`src/rtl/seg_display_scanner.sv`:
```
// Four-digit multiplexed seven-segment scanner.
// A synchronised scan_clk rising edge advances one digit. The display value
// is latched at each frame start, so a frame never shows a mix of old and new values.
module seg_display_scanner #(
    parameter bit ACTIVE_LOW = 1'b1
) (
    input  logic        clkin,
    input  logic        rst_n,
    input  logic        scan_clk,
    input  logic        en,
    input  logic [15:0] value,
    input  logic [3:0]  dp,
    input  logic        blank_lz,
    output logic [3:0]  an,
    output logic [6:0]  seg,
    output logic        dp_out
);

    localparam int unsigned DIGITS = 4;
    localparam int unsigned NIB_W  = 4;
    localparam int unsigned SEG_W  = 7;
    localparam int unsigned VAL_W  = DIGITS * NIB_W;
    localparam int unsigned IDX_W  = 2;

    // XOR masks that apply output polarity; they also equal the off level.
    localparam logic [DIGITS-1:0] AN_POL  = ACTIVE_LOW ? {DIGITS{1'b1}} : '0;
    localparam logic [SEG_W-1:0]  SEG_POL = ACTIVE_LOW ? {SEG_W{1'b1}}  : '0;
    localparam logic              DP_POL  = ACTIVE_LOW;

    logic              s1, s2, s3;
    logic              step_c;
    logic [IDX_W-1:0]  idx, idx_d, nidx_c;
    logic [VAL_W-1:0]  shadow, shadow_d, frame_c;
    logic [DIGITS-1:0] dp_sh, dp_sh_d, frame_dp_c;
    logic [NIB_W-1:0]  nib_c;
    logic              lz_c, blanked_c;
    logic              z1_c, z2_c, z3_c;
    logic [DIGITS-1:0] an_d;
    logic [SEG_W-1:0]  seg_d;
    logic              dp_d;

    // Active-high hex decode, segment order {g,f,e,d,c,b,a}.
    function automatic logic [SEG_W-1:0] hex_decode(input logic [NIB_W-1:0] n);
        logic [SEG_W-1:0] s;
        case (n)
            4'h0: s = 7'h3F;
            4'h1: s = 7'h06;
            4'h2: s = 7'h5B;
            4'h3: s = 7'h4F;
            4'h4: s = 7'h66;
            4'h5: s = 7'h6D;
            4'h6: s = 7'h7D;
            4'h7: s = 7'h07;
            4'h8: s = 7'h7F;
            4'h9: s = 7'h6F;
            4'hA: s = 7'h77;
            4'hB: s = 7'h7C;
            4'hC: s = 7'h39;
            4'hD: s = 7'h5E;
            4'hE: s = 7'h79;
            default: s = 7'h71;
        endcase
        return s;
    endfunction

    // Two-flop synchroniser plus a delay flop for rising-edge detection.
    always_ff @(posedge clkin or negedge rst_n) begin
        if (!rst_n) begin
            s1 <= 1'b0;
            s2 <= 1'b0;
            s3 <= 1'b0;
        end else begin
            s1 <= scan_clk;
            s2 <= s1;
            s3 <= s2;
        end
    end

    assign step_c = s2 & ~s3;

    // Next digit selection, frame latch, blanking and decode.
    always_comb begin
        idx_d      = idx;
        shadow_d   = shadow;
        dp_sh_d    = dp_sh;
        an_d       = an;
        seg_d      = seg;
        dp_d       = dp_out;
        nidx_c     = IDX_W'(idx + IDX_W'(1));
        // Digit 0 shows the value captured on this very step, not the old shadow.
        frame_c    = (nidx_c == '0) ? value : shadow;
        frame_dp_c = (nidx_c == '0) ? dp    : dp_sh;
        nib_c      = NIB_W'(frame_c >> {nidx_c, 2'b00});
        z3_c       = (frame_c[15:12] == '0);
        z2_c       = z3_c & (frame_c[11:8] == '0);
        z1_c       = z2_c & (frame_c[7:4] == '0);
        case (nidx_c)
            2'd1:    lz_c = z1_c;
            2'd2:    lz_c = z2_c;
            2'd3:    lz_c = z3_c;
            default: lz_c = 1'b0;
        endcase
        blanked_c = blank_lz & lz_c;

        if (step_c) begin
            if (en) begin
                idx_d = nidx_c;
                if (nidx_c == '0) begin
                    shadow_d = value;
                    dp_sh_d  = dp;
                end
                an_d  = DIGITS'(4'b0001 << nidx_c) ^ AN_POL;
                seg_d = (blanked_c ? '0 : hex_decode(nib_c)) ^ SEG_POL;
                dp_d  = frame_dp_c[nidx_c] ^ DP_POL;
            end else begin
                an_d  = AN_POL;
                seg_d = SEG_POL;
                dp_d  = DP_POL;
            end
        end
    end

    // Scan state and registered display outputs.
    always_ff @(posedge clkin or negedge rst_n) begin
        if (!rst_n) begin
            idx    <= IDX_W'(3);
            shadow <= '0;
            dp_sh  <= '0;
            an     <= AN_POL;
            seg    <= SEG_POL;
            dp_out <= DP_POL;
        end else begin
            idx    <= idx_d;
            shadow <= shadow_d;
            dp_sh  <= dp_sh_d;
            an     <= an_d;
            seg    <= seg_d;
            dp_out <= dp_d;
        end
    end

endmodule

```
`config.mk`:
```
export PLATFORM = sky130hd
export DESIGN_NAME = seg_display_scanner
export DESIGN_NICKNAME = d
export VERILOG_FILES = /design/src/rtl/seg_display_scanner.sv
export SDC_FILE = /design/constraint.sdc
export NUM_CORES = 1
export LEC_CHECK = 0
export BUFFER_PORTS_ARGS = -buffer_cell sky130_fd_sc_hd__buf_2
export CAP_MARGIN = 0
export CORE_ASPECT_RATIO = 1.2
export CORE_MARGIN = 5
export CORE_UTILIZATION = 45
export DETAILED_ROUTE_END_ITERATION = 12
export GPL_TIMING_DRIVEN = 0
export PLACE_DENSITY = 0.66
export SYNTH_ARGS = -nofsm -noshare
export SYNTH_HDL_FRONTEND = slang
export SYNTH_SLANG_ARGS = --single-unit
```
`constraint.sdc`:
```
create_clock -name clkin -period 7.1 [get_ports clkin]
set_clock_uncertainty 0.1 [all_clocks]
set_input_delay 1.065 -clock clkin [delete_from_list [all_inputs] [get_ports clkin]]
set_output_delay 1.065 -clock clkin [all_outputs]
set_load 0.05 [all_outputs]
```
# Yosys cells after proc, flatten, opt, wreduce, memory -nomap -nowiden
# Memory sizes are Yosys's and may differ from the RTL's.
# Cells that the tools add are included.
# classes
order_cmp	1
shift	2
add_sub_neg	1
bitwise	8
reduce_logical	5
eq_ne	3
mux	11
# ops
cell	n
$mux W7	4
$mux W16	1
$shr A16 B4 Y4	1
$logic_not A4 Y1	3
$mux W4	2
$not A7 Y7	1
$and A1 B1 Y1	4
$eq A2 B2 Y1 const B	2
$not A4 Y4	1
$shl A1 B2 Y4 const A	1
$lt A2 B3 Y1 const B	1
$pmux W1 S3	1
$add A2 B1 Y2 const B	1
$bmux W1 S2	1
$eq A2 B1 Y1 const B	1
$logic_not A2 Y1	1
$mux W1	2
$not A1 Y1	2
$reduce_and A2 Y1	1
# word_totals
in_bits	25
output_inout_bits	12
memories	1
rom_bits	112
wordCells	41
regBits	37
# memory_table
name	words	word_bits	rd	rd_clocked_by_memory_dff	write_ports	line	rtl
(no name shown)	16	7	1	0	0	45	case (n)

# Logic depth before layout (Yosys ltp)
# depth
ltp_word	11
depth_mapped	12
mapped_depth_nobuf	10

# Least setup slack after synthesis
# No wires, ideal clock.
# synth_timing
path_type	reg2reg
startpoint	register idx[0]
endpoint	register seg[4]
setup_ns	0.083
required_ns	6.917
synth_period_minus_slack_ns	3.058
path_slack_ns	4.042
n_path_buf	2
stages_incl_launch_ff	11
t_arrival_ns	2.875
cell_sequence	dfstp_2 -> clkbuf_1 -> inv_1 -> ha_1 -> buf_6 -> mux4_1 -> mux2i_4 -> inv_1 -> ha_1 -> o211a_1 -> o32a_1
# synth_via
elab_chain_len	11
word_cells_on_any_way	20
classes_between	add/sub (1); eq/ne (3); shift (1); mux (6); bitwise (4); reduce/logical (4); memory (1)
# synth_rtl
element	line	rtl
start: declaration	32	logic [IDX_W-1:0] idx, idx_d, nidx_c;
start signal: assignment	133	idx <= idx_d;
$add A2 B1 Y2 *	89	nidx_c = IDX_W'(idx + IDX_W'(1));
net nidx_c[0]	32	
branches (longest 7 deep; another with $mem_v2 Z16 W7)	n/a	
$mux W7 *	113	seg_d = (blanked_c ? '0 : hex_decode(nib_c)) ^ SEG_POL;
$not A7 Y7 (no line) *	n/a	
$mux W7 *	106	if (en) begin
end signal: assignment	137	seg <= seg_d;
end: declaration	15	output logic [6:0] seg,
# Mark *: on every way through the listed nets, which the timed path passes. The select of a mux whose other input is x is not followed.
# A chain may end at the register's enable or synchronous reset.

# Final worst setup path
# Same ends and word-level chain as after synthesis.

==> reports/qor.csv <==
metric,value,unit
syn_area_per_cell,14.0,µm²
crit path kind,flip-flop to flip-flop,
FMAX,288,MHz
number of global-route vias before repair,1462,
total CTS buffers,5,
Synth cell types,38,
initial antenna violation count,0,
"commonest non-fill, non-tap cell in the layout",buf_2,
CTS resizes,0,
syn_nets,184,
Detail Route Antenna Nets,0,
# nets final,227,
gpl congestion,0.795,
Final Hold Fails,0,
Synth area leaders,"dfrtp_1, dfstp_2, mux2_2, mux4_1, ha_1",
Startpoint Class,flip-flop,
first-pass GRT wire length,7030,µm
die footprint,6100,µm²
outcome,completed,
Tightest Hold Check Type,flip-flop to flip-flop,
crit-path cells,"clkbuf_1, inv_1, ha_1, buf_6, mux4_1, mux2i_4, inv_1, ha_1, o211a_1, o32a_1",
Die X,72.2,µm
die height,84.6,µm
fin crit share,0.490,
sequential share of the synthesized area,0.452,
CORE AREA,4530,µm²
diode count,0,
post-CTS setup buffer count,0,
layout cells sized above 1,0.482,
largest net degree at the start of global routing,38,
utilization after layout,0.542,
Avg WL per Cell,16.6,µm
Rows,27,
Pre-antenna DRT Iters,4,
Worst-Margin Slew,812,ps
setup violators final,0,
synthesized area,2090,µm²
Post-CTS Hold Buffers,0,
grt total ovfl,0,
total negative slack,0,ps
Sink Count,37,
share of synthesized flip-flops with an asynchronous set or reset,1.00,
Layout area overhead,17.7,%
PortBufs,36,
Crit path largest cell delay,550,ps
Initial Util,0.461,
placed cell count,243,
Seq cells post-synth,37,
relative slew slack,0.458,
critical path arrival,3590,ps
Worst EP required,7220,ps
top_reg_cell synth,dfrtp_1,
RSZ-0062 raised after global routing,no,
Iter 0 DRT Violations,51,
fin cells,251,
Post-synth EDFFs,0,
final slew viol count,0,
Max clock buf depth,2,
Final min period,3480,ps
critical path endpoint category,flip-flop,
clock-pin slew on the worst setup and hold paths,70,ps
critical-path cell with the highest stage delay,dfstp_2,
CTS tree,done,
Synth warnings,0,
top cell type's share of synthesized area,0.276,
vias per cell,5.45,
crit-path max FO,10,
detailed placement HPWL,3250,µm
Post-Route WL,4170,µm
most frequent cells in the layout,"buf_2, dfrtp_1, mux2_2",
largest area contributor in the netlist,dfrtp_1,
routed via count,1368,
synthesized instance count,149,
MaxCap Viol Count,0,
H-tree depth,2,
I/O pin count,37,
Root Driver,clkbuf_8,
residual DRC count,0,
Total GRT Usage,0.149,
"Clk Latency, worst-skew pair",280,ps
## critical path, delay by kind of cell, from the launching register on
family          cells  cell delay (ps)
buf+inv             4              900
mux                 2              650
fa+ha+maj           2              630
compound gates      2              570
flops               1              550
## layer usage
metal,part of all wire,routed length (µm),vias up,GRT usage
met5,0,0,-,0
li1,-,-,653,-
met1,0.43,1800,669,0.188
met4,0.018,73,0,0.0564
met2,0.50,2080,41,0.241
met3,0.052,217,5,0.0395
## state kept, by name, summed over array words and instances (netlist names)
signal	cells
shadow	16
seg	7
an	4
dp_sh	4
idx	2
dp_out	1
s1	1
s2	1
s3	1
## stage by stage
step / setup slack (ps) / hold WS (ps) / area [µm²]
2_1_floorplan: 4040 / 231 / 2090
6_report: 3620 / 258 / 2450
4_1_cts: 3600 / 266 / 2450
3_3_place_gp: 3680 / 235 / 2340
5_1_grt: 3390 / 280 / 2450
3_5_place_dp: 3610 / 249 / 2340
## cell usage after synthesis (4+ instances only)
library cell,count
inv_1,6
nor2_1,5
nand2_1,5
buf_6,4
mux4_1,6
dfrtp_1,23
mux2_2,21
mux2i_1,5
ha_1,10
mux4_2,4
o22a_1,5
dfstp_2,14
## kinds of logic after synthesis
logic type / share of synthesized area
adders and majority gates: 0.0600
muxes: 0.289
xor gates and xnor gates: 0.00840
buffers and inverters: 0.0420
DFF: 0.452
AOI/OAI and AO/OA: 0.0858
and+or+nand+nor: 0.0630
## path summary, 6_finish.rpt
kind	end	slack, ps	from	cells past startpoint
min in group asynchronous	s2$_DFF_PN0_	770	rst_n	1
worst min register to register	s2$_DFF_PN0_	260	s1$_DFF_PN0_	0
worst max-delay path	seg[4]$_DFFE_PN1P_	3620	idx[0]$_DFFE_PN1P_	10
worst min-delay path	s2$_DFF_PN0_	260	s1$_DFF_PN0_	0
max in group asynchronous	shadow[5]$_DFFE_PN0P_	5620	rst_n	1
worst max register to register	seg[4]$_DFFE_PN1P_	3620	idx[0]$_DFFE_PN1P_	10
## final cells by class
| cell class | instances | area [µm²] |
|---|---|---|
| Sequential cell | 37 | 943 |
| Timing Repair Buffer | 36 | 180 |
| Buffer | 9 | 65.1 |
| Clock buffer | 7 | 86.3 |
| Tap cell | 58 | 72.6 |
| Inverter | 6 | 22.5 |
| Fill cell | 409 | 2070 |
| Multi-Input combinational cell | 97 | 1050 |
| Clock inverter | 1 | 30.0 |
Power is left out: the tool's default activity adds up to more than one toggle a clock period on the data nets, which glitch-free logic cannot reach.
